### config.mk
export PLATFORM = sky130hd
export DESIGN_NAME = regmask_encoder_32_flat
export DESIGN_NICKNAME = d
export VERILOG_FILES = /design/src/rtl/regmask_encoder_32_if.sv /design/src/rtl/regmask_encoder_32.sv /design/src/flat_wrapper.sv
export SDC_FILE = /design/constraint.sdc
export NUM_CORES = 1
export LEC_CHECK = 0
export ABC_AREA = 1
export BUFFER_PORTS_ARGS = -buffer_cell sky130_fd_sc_hd__buf_2
export CAP_MARGIN = 20
export CORE_UTILIZATION = 35
export DETAILED_ROUTE_END_ITERATION = 8
export PLACE_DENSITY = 0.62
export SYNTH_ARGS = -nofsm -noshare
export SYNTH_HDL_FRONTEND = slang
export SYNTH_SLANG_ARGS = --single-unit
### constraint.sdc
create_clock -name clock -period 2.5 [get_ports clock]
set_input_delay 0.25 -clock clock [delete_from_list [all_inputs] [get_ports clock]]
set_output_delay 0.25 -clock clock [all_outputs]
set_load 0.01 [all_outputs]
### src/rtl/regmask_encoder_32_if.sv
// -----------------------------------------------------------------------------
// regmask_encoder_32_if
// Bundles the request-load and index-stream signals of regmask_encoder_32.
//   load_en / load_mask : producer side, merges a multi-hot request mask
//   out_valid / out_reg / out_ready : index stream, one index per handshake
//   pending / idle      : status of the buffered requests
// The encoder connects through the slave modport; the requesting logic (or a
// testbench) uses the master modport.
// -----------------------------------------------------------------------------
interface regmask_encoder_32_if #(
   parameter int NREGS = 32,
   parameter int IDX_W = 5
);
   logic             load_en;
   logic [NREGS-1:0] load_mask;
   logic             out_valid;
   logic [IDX_W-1:0] out_reg;
   logic             out_ready;
   logic [NREGS-1:0] pending;
   logic             idle;

   modport master (
      output load_en, load_mask, out_ready,
      input  out_valid, out_reg, pending, idle
   );

   modport slave (
      input  load_en, load_mask, out_ready,
      output out_valid, out_reg, pending, idle
   );
endinterface

### src/rtl/regmask_encoder_32.sv
// -----------------------------------------------------------------------------
// regmask_encoder_32
// Collects multi-hot register write-request masks into a pending set and
// serialises them into a stream of register indices, one per handshake.
//
// Ports
//   clock    : single clock, rising edge
//   reset_n  : asynchronous active-low reset
//   bus      : regmask_encoder_32_if.slave
//              load_en/load_mask in, out_valid/out_reg out, out_ready in,
//              pending out (requests not yet in the output slot),
//              idle out (pending empty and output slot empty)
//
// Configuration macro: ROUND_ROBIN_EN
//   undefined : lowest pending index is granted first
//   defined   : a rotating pointer (granted index + 1) selects the first
//               pending index at or above it, wrapping to index 0
// -----------------------------------------------------------------------------
module regmask_encoder_32 #(
   parameter int NREGS   = 32,
   parameter int IDX_W   = 5,
   parameter int MASK_R0 = 1
) (
   input  logic                 clock,
   input  logic                 reset_n,
   regmask_encoder_32_if.slave  bus
);

   typedef enum logic [0:0] {
      S_EMPTY = 1'b0,
      S_FULL  = 1'b1
   } state_t;

   state_t           state_q, state_d;
   logic [NREGS-1:0] pending_q, pending_d;
   logic [IDX_W-1:0] out_reg_q, out_reg_d;

   logic [NREGS-1:0] mask_eff_s;
   logic [NREGS-1:0] grant_onehot_s;
   logic [IDX_W-1:0] sel_idx_s;
   logic             sel_found_s;
   logic             move_s;

`ifdef ROUND_ROBIN_EN
   logic [IDX_W-1:0] rr_q, rr_d;
   logic [IDX_W-1:0] rr_cand_s;
`endif

   // Incoming mask with r0 optionally stripped (r0 hardwired to zero).
   always_comb begin
      if (MASK_R0 != 0) begin
         mask_eff_s = {bus.load_mask[NREGS-1:1], 1'b0};
      end else begin
         mask_eff_s = bus.load_mask;
      end
   end

   // Pick the next index to move from the pending set into the output slot.
   always_comb begin
      sel_idx_s   = {IDX_W{1'b0}};
      sel_found_s = 1'b0;
`ifdef ROUND_ROBIN_EN
      rr_cand_s   = {IDX_W{1'b0}};
      // Walk upward from the pointer; the index add wraps modulo NREGS.
      for (int i = 0; i < NREGS; i++) begin
         rr_cand_s = rr_q + IDX_W'(i);
         if (!sel_found_s && pending_q[rr_cand_s]) begin
            sel_idx_s   = rr_cand_s;
            sel_found_s = 1'b1;
         end else begin
            sel_found_s = sel_found_s;
         end
      end
`else
      // Scan downward so the last hit, i.e. the lowest set bit, wins.
      for (int i = NREGS - 1; i >= 0; i--) begin
         if (pending_q[i]) begin
            sel_idx_s   = IDX_W'(i);
            sel_found_s = 1'b1;
         end else begin
            sel_found_s = sel_found_s;
         end
      end
`endif
   end

   // Slot FSM next state, slot contents and pending-set update.
   always_comb begin
      state_d   = state_q;
      out_reg_d = out_reg_q;
      move_s    = 1'b0;
      case (state_q)
         S_EMPTY: begin
            if (sel_found_s) begin
               state_d   = S_FULL;
               out_reg_d = sel_idx_s;
               move_s    = 1'b1;
            end else begin
               state_d   = S_EMPTY;
            end
         end
         S_FULL: begin
            if (bus.out_ready) begin
               if (sel_found_s) begin
                  out_reg_d = sel_idx_s;
                  move_s    = 1'b1;
               end else begin
                  state_d   = S_EMPTY;
               end
            end else begin
               // Consumer stalled: slot contents are frozen.
               state_d = S_FULL;
            end
         end
         default: begin
            state_d = S_EMPTY;
         end
      endcase

      if (move_s) begin
         grant_onehot_s = {{(NREGS-1){1'b0}}, 1'b1} << sel_idx_s;
      end else begin
         grant_onehot_s = {NREGS{1'b0}};
      end

      // Clear before OR-ing in the load so a same-edge re-request survives.
      if (bus.load_en) begin
         pending_d = (pending_q & ~grant_onehot_s) | mask_eff_s;
      end else begin
         pending_d = pending_q & ~grant_onehot_s;
      end

`ifdef ROUND_ROBIN_EN
      if (move_s) begin
         rr_d = sel_idx_s + {{(IDX_W-1){1'b0}}, 1'b1};
      end else begin
         rr_d = rr_q;
      end
`endif
   end

   // State register: slot FSM, slot index, pending set (and rr pointer).
   always_ff @(posedge clock or negedge reset_n) begin
      if (!reset_n) begin
         state_q   <= S_EMPTY;
         out_reg_q <= {IDX_W{1'b0}};
         pending_q <= {NREGS{1'b0}};
`ifdef ROUND_ROBIN_EN
         rr_q      <= {IDX_W{1'b0}};
`endif
      end else begin
         state_q   <= state_d;
         out_reg_q <= out_reg_d;
         pending_q <= pending_d;
`ifdef ROUND_ROBIN_EN
         rr_q      <= rr_d;
`endif
      end
   end

   assign bus.out_valid = (state_q == S_FULL);
   assign bus.out_reg   = out_reg_q;
   assign bus.pending   = pending_q;
   // Derived from registered state only; no input feeds idle.
   assign bus.idle      = (pending_q == {NREGS{1'b0}}) && (state_q == S_EMPTY);

endmodule

### src/flat_wrapper.sv
// flat-port wrapper written by rule: the top's interface ports become plain ports
module regmask_encoder_32_flat 
#(
   parameter int NREGS   = 32,
   parameter int IDX_W   = 5,
   parameter int MASK_R0 = 1
)
  (clock, reset_n, bus_load_en, bus_load_mask, bus_out_ready, bus_out_valid, bus_out_reg, bus_pending, bus_idle);
  regmask_encoder_32_if #(.NREGS(NREGS), .IDX_W(IDX_W)) bus_i ();
  input  logic clock;
  input  logic reset_n;
  input wire logic [$bits(bus_i.load_en)-1:0] bus_load_en;
  input wire logic [$bits(bus_i.load_mask)-1:0] bus_load_mask;
  input wire logic [$bits(bus_i.out_ready)-1:0] bus_out_ready;
  output wire logic [$bits(bus_i.out_valid)-1:0] bus_out_valid;
  output wire logic [$bits(bus_i.out_reg)-1:0] bus_out_reg;
  output wire logic [$bits(bus_i.pending)-1:0] bus_pending;
  output wire logic [$bits(bus_i.idle)-1:0] bus_idle;
  assign bus_i.load_en = bus_load_en;
  assign bus_i.load_mask = bus_load_mask;
  assign bus_i.out_ready = bus_out_ready;
  assign bus_out_valid = bus_i.out_valid;
  assign bus_out_reg = bus_i.out_reg;
  assign bus_pending = bus_i.pending;
  assign bus_idle = bus_i.idle;
  regmask_encoder_32 #(.NREGS(NREGS), .IDX_W(IDX_W), .MASK_R0(MASK_R0)) u_core (.clock(clock), .reset_n(reset_n), .bus(bus_i));
endmodule
==> flow_summary.json, run 1 <==
{
  "status": "complete, but fails checks",
  "violations": "negative setup slack",
  "place_congestion": 0.912,
  "tightest_slew_ps": 824,
  "crit_slowest_cell": "dfrtp_1",
  "initial_core_util_pct": 36.5,
  "synth-seq-cells": 38,
  "wirelength_um": 5820,
  "avgSynthCellArea_sq_um": 7.17,
  "ant_nets": 0,
  "async_flop_share_pct": 100,
  "cts.sinks": 38,
  "port_buffers": 73,
  "cpMostUsedCell": "nand2_1",
  "top_layer": "met4",
  "finalSetupViolCount": 29,
  "ys_types": 23,
  "path_cells": "buf_4 -> nor2_1 -> inv_1 -> a311oi_1 -> o311ai_1 -> nand3_1 -> nand3_1 -> nand2_1 -> nand2_1 -> nand2_1 -> nand2_1 -> nand2_1 -> nand2_1 -> nand2_1 -> nand3_1 -> nand3_1 -> buf_4 -> nand3_4 -> nor2_4 -> nand3_1 -> nand2_1 -> nand2_1",
  "critPathKind": "flip-flop to flip-flop",
  "yosys.area_share.adder_pct": 0,
  "start_kind": "flip-flop",
  "synth_area_leaders": "dfrtp_1 (44%), nand2_1 (21%), inv_1 (7.6%)",
  "synthCells": 303,
  "vias": 2166,
  "synth_top_area_share_pct": 43.8,
  "layout-drive-gt1-share_pct": 31.1,
  "antenna_cells": 0,
  "die_x_um": 80.8,
  "die_h_um": 80.8,
  "synth_nets": 339,
  "fin_ws_ps": -108,
  "ir_drop_v": 0.000280,
  "cts_hold_buffers": 0,
  "cts_tree": "done",
  "netlist.top_cell.by_area": "dfrtp_1",
  "synth_simple_gate_area_share_pct": 36.7,
  "drc": 0,
  "ys.warnings.count": 0,
  "largest_reg_flops": 32,
  "drt-met1-wl_um": 2590,
  "ys_seq_area_share_pct": 43.8,
  "wl_met2_um": 2750,
  "dp_hpwl_um": 4490,
  "grt_max_degree": 39,
  "synth_area_sq_um": 2170,
  "grt_setup_unrepaired": "true",
  "yosys-top-cells-count": "nand2_1 (120), inv_1 (44), dfrtp_1 (38)",
  "finClkSkew_ps": 6.24,
  "avgRoutedWirePerCell_um": 12.4,
  "boundaryPins": 75,
  "root_buffer": "clkbuf_8",
  "antenna_found_initial": 0,
  "slowest_delay_ps": 380,
  "end_kind": "flip-flop",
  "period_needed_ps": 2610,
  "power_density_nw_per_um2": 623,
  "drt-pass1-iter-count": 4,
  "register_area_sq_um": 951,
  "finalCritPeriodShare_pct": 104,
  "place_ws_ps": -104,
  "cellLeakagePower_nw": 1.41,
  "synth_compound_area_share_pct": 8.52,
  "grt.total_usage_pct": 19.0,
  "coreArea_sq_um": 5960,
  "max_cap_viol_count": 0,
  "clock_latency_ps": 300,
  "grt_pass1_wl_um": 9180,
  "cts_buffer_depth": 2,
  "die-area_sq_um": 6530,
  "max_slew_margin_pct": 45.1,
  "finalPower_w": 0.00178,
  "grt_pass1_vias": 2056,
  "worstHoldPathType": "primary input to async pin",
  "grt_overflow_total": 0,
  "clk_pin_slew_worst_paths_ps": 80,
  "cts_buffers": 5,
  "row_count": 28,
  "synth_top_family_by_area": "simple AND/OR/NAND/NOR gates",
  "multi_input_area_sq_um": 1040,
  "synth_mux_area_share_pct": 0,
  "synthFlopType": "dfrtp_1",
  "hold_ws_ps": 44.1,
  "synth_edf_count": 0,
  "required_ps": 2690,
  "drt_iter0_drc": 121,
  "cp_max_fo": 6,
  "dp_cells": 459,
  "fill_cells": 639,
  "final_cells": 470,
  "fmax_ghz": 0.383,
  "arrival_ps": 2800,
  "hold_viol": 0,
  "finalMaxSlewViolations": 0,
  "vias_per_cell": 4.61,
  "htree_levels": 2,
  "yosysMostFrequentCell": "nand2_1",
  "synth-xor-area-share_pct": 0,
  "area_growth_pct": 31.3,
  "fin_nets": 430,
  "dr_wl_met3_um": 319
}
## kinds of logic (layout without fill, tap and decap cells)
| logic type | count (synthesis) | after routing |
|---|---|---|
| AO/OA/AOI/OAI | 32 | 32 |
| AND/OR/NAND/NOR | 180 | 180 |
| flip-flops | 38 | 38 |
| buffers and inverters | 53 | 145 |
## path summary, 6_finish.rpt
check / slack [ps] / from / endpoint / cells past startpoint
max: -110 / u_core.bus.pending[31] / u_core.bus.pending[17] / 22
min: 40 / reset_n / u_core.bus.pending[4] / 1
max reg2reg: -110 / u_core.bus.pending[31] / u_core.bus.pending[17] / 22
min reg2reg: 490 / u_core.bus.out_reg[2] / u_core.bus.out_reg[2] / 2
max in group asynchronous: 1930 / reset_n / u_core.bus.pending[24] / 1
min in group clock: 150 / bus_load_mask[2] / u_core.bus.pending[2] / 3
## cell type report
class                      instances  area share (%)
clock buffer                       6            2.89
timing repair buffer              91            17.5
clock inverter                     2           0.439
inverter                          46            6.05
sequential                        38            33.3
multi-input combinational        212            36.4
tap                               75            3.29
## report_power, final
part           switching (W)  internal [W]  total [W]
combinational       0.000378      0.000243   0.000622
clock               0.000226      0.000222   0.000448
sequential         0.0000440      0.000664   0.000708
## per-layer routing
layer / global-route usage [%] / vias up
met5: 0 / -
met1: 23.7 / 961
met4: 9.11 / 0
met2: 31.3 / 65
met3: 3.71 / 14
li1: - / 1126
## critical path, delay by kind of cell, from the launching register on
family	cells	cell delay (ps)
AO/OA/AOI/OAI	2	430
AND/OR/NAND/NOR	17	1350
flip-flops	1	380
buffers and inverters	3	360
## layout by cell type (no fill, tap or decap)
cell type / synthesis / routed
inv_2: 2 / 2
o21ai_0: 13 / 7
nor3_2: 0 / 1
clkinv_2: 0 / 1
nand2_8: 1 / 1
nand3_2: 0 / 3
nand3_4: 1 / 1
a21oi_1: 2 / 2
a311oi_1: 1 / 1
nand2_4: 3 / 3
nor3_1: 3 / 2
buf_4: 0 / 18
clkinvlp_4: 0 / 1
nand2_1: 120 / 117
nand4_1: 8 / 8
inv_1: 44 / 44
buf_2: 0 / 73
o21ai_1: 8 / 9
nor2_4: 2 / 4
clkbuf_8: 4 / 6
dfrtp_1: 38 / 38
nand2_2: 1 / 4
o21bai_1: 7 / 7
nand3_1: 13 / 10
o21ai_2: 0 / 5
nor4_1: 3 / 3
o311ai_1: 1 / 1
nor2_1: 23 / 23
## metrics by stage
| stage | utilization (%) | TNS, ps | area [sq um] |
|---|---|---|---|
| 2_1_floorplan | - | 0 | 2170 |
| 3_3_place_gp | 45.0 | -1320 | 2680 |
| 3_5_place_dp | 45.0 | -1450 | 2680 |
| 4_1_cts | 47.2 | -1380 | 2810 |
| 5_1_grt | 47.9 | -14110 | 2850 |
| 6_report | 47.9 | -1910 | 2850 |
## repair_timing
item	4_1_cts	5_1_grt
setup buffers	2	1
endpoints found under the setup margin	28	34
gates resized for setup	9	11
pin swaps	6	12
(Power assumes the default switching activity.)
==> inputs of run 2 (changes only) <==
- PLACE_DENSITY: 0.62 -> 0.63
==> flow_summary.json, run 2 (synthesized netlist as in run 1, its figures left out) <==
{
  "period_needed_ps": 2670,
  "cts_buffers": 5,
  "wirelength_um": 5820,
  "final_cell_mix": "nand2_1 (116), buf_2 (73), inv_1 (44), dfrtp_1 (38), nor2_1 (23)",
  "dp_cells": 457,
  "dr_wl_met3_um": 338,
  "finClkSkew_ps": 5.02,
  "fmax_ghz": 0.374,
  "die_h_um": 80.8,
  "power_density_nw_per_um2": 645,
  "tightest_slew_ps": 849,
  "drt-met1-wl_um": 2640,
  "clk_pin_slew_worst_paths_ps": 80,
  "drt-pass1-iter-count": 4,
  "end_kind": "flip-flop",
  "max_cap_viol_count": 0,
  "path_buf_inv": 3,
  "multi_input_area_sq_um": 1040,
  "final_cells": 469,
  "grt_max_degree": 39,
  "top_layer": "met4",
  "finalPower_w": 0.00185,
  "fill_cells": 632,
  "root_buffer": "clkbuf_8",
  "start_kind": "flip-flop",
  "place_congestion": 0.903,
  "htree_levels": 2,
  "area_growth_pct": 31.7,
  "vias_per_cell": 4.65,
  "critical_path_cell_count": 22,
  "boundaryPins": 75,
  "avgRoutedWirePerCell_um": 12.4,
  "vias": 2182,
  "final_common_cell": "nand2_1",
  "cts.sinks": 38,
  "drt_iter0_drc": 172,
  "required_ps": 2690,
  "fin_ws_ps": -171,
  "wl_met2_um": 2750,
  "grt_overflow_total": 0,
  "largest_reg_flops": 32,
  "path_cells": "buf_4 -> nor2_1 -> inv_1 -> a311oi_1 -> o311ai_1 -> nand3_1 -> nand3_1 -> nand2_1 -> nand2_1 -> nand2_1 -> nand2_1 -> nand2_1 -> nand2_1 -> nand2_1 -> nand3_1 -> nand3_1 -> buf_4 -> nand3_4 -> nor2_4 -> nand3_1 -> nand2_1 -> nand2_1",
  "drc": 0,
  "violations": "negative setup slack",
  "dp_hpwl_um": 4520,
  "finalMaxSlewViolations": 0,
  "die_x_um": 80.8,
  "cp_max_fo": 4,
  "crit_slowest_cell": "dfrtp_1",
  "register_area_sq_um": 951,
  "ir_drop_v": 0.000296,
  "cts_hold_buffers": 0,
  "status": "complete, but fails checks",
  "die-area_sq_um": 6530,
  "cts_buffer_depth": 2,
  "cellLeakagePower_nw": 1.42,
  "finalSetupViolCount": 32,
  "layout-drive-gt1-share_pct": 30.5,
  "hold_viol": 0,
  "grt_pass1_wl_um": 9400,
  "cp_top_family": "simple AND/OR/NAND/NOR gates",
  "finalCritPeriodShare_pct": 107,
  "slowest_delay_ps": 390,
  "max_slew_margin_pct": 43.4,
  "arrival_ps": 2860,
  "place_ws_ps": -157,
  "grt_setup_unrepaired": "true",
  "antenna_cells": 0,
  "initial_core_util_pct": 36.5,
  "reg2regPathDepth": 22,
  "fin_nets": 429,
  "fin_setup_tns_ps": -2570,
  "port_buffers": 73,
  "cpMostUsedCell": "nand2_1",
  "grt_pass1_vias": 2042,
  "critPathKind": "flip-flop to flip-flop",
  "coreArea_sq_um": 5960,
  "row_count": 28,
  "clock_latency_ps": 300,
  "grt.total_usage_pct": 19.2,
  "worstHoldPathType": "primary input to async pin",
  "cts_tree": "done",
  "ant_nets": 0,
  "antenna_found_initial": 0
}
==> run 2: cell types whose count changed in the layout (fill, tap and decap cells not counted), sizes merged <==
cell and delta:
clkinv -1, bufinv +1, buf -1, clkbuf +1
clkinvlp -1
==> run 2: worst register-to-register path: cells and delay by family (launching register included) <==
kind	cells	cell delay, ps
AOI/OAI and AO/OA	2	410
buffers and inverters	3	370
DFF	1	390
and+or+nand+nor	17	1420
==> run 2: final timing paths <==
path                            slack (ps)                      to              startpoint
worst min register to register         490   u_core.bus.out_reg[0]   u_core.bus.out_reg[0]
worst max register to register        -170  u_core.bus.pending[17]  u_core.bus.pending[31]
max in group asynchronous             1910  u_core.bus.pending[25]                 reset_n
min in group clock                     140  u_core.bus.pending[12]       bus_load_mask[12]
worst min-delay path                    60   u_core.bus.pending[7]                 reset_n
worst max-delay path                  -170  u_core.bus.pending[17]  u_core.bus.pending[31]
==> run 2: per-stage QoR <==
| step | utilization [%] | cell area, sq um | hold slack, ps |
|---|---|---|---|
| floorplan | - | 2170 | -45.6 |
| finish | 48.0 | 2860 | 60.8 |
| CTS | 47.5 | 2830 | 87.6 |
| global placement | 44.7 | 2660 | 393 |
| detailed placement | 44.7 | 2660 | 401 |
| global route | 48.0 | 2860 | 124 |
==> run 2: area by class of cell <==
| class | instances | area share (%) |
|---|---|---|
| Multi-Input combinational cell | 212 | 36.4 |
| Sequential cell | 38 | 33.2 |
| Timing Repair Buffer | 90 | 17.4 |
| Inverter | 46 | 6.03 |
| Tap cell | 75 | 3.28 |
| Clock buffer | 7 | 2.67 |
| Clock inverter | 1 | 1.05 |
==> run 2: what timing repair did <==
item | CTS | global route
endpoints found under the setup margin | 32 | 34
gates cloned | 0 | 0
resized for setup | 9 | 13
pin swaps | 5 | 11
endpoints found under the hold margin | 0 | 0
setup buffers | 5 | 0
==> run 2: routing by layer <==
metal	global-route usage, %	vias up
met4	6.79	0
met2	31.4	73
met1	24.8	978
met5	0	-
li1	-	1124
met3	4.38	7
==> run 2: power breakdown <==
part	leakage [nW]	internal [W]	switching (W)
Combinational	1.01	0.000239	0.000384
Clock	0.0524	0.000299	0.000218
Sequential	0.364	0.000664	0.0000422
Total	1.42	0.00120	0.000644
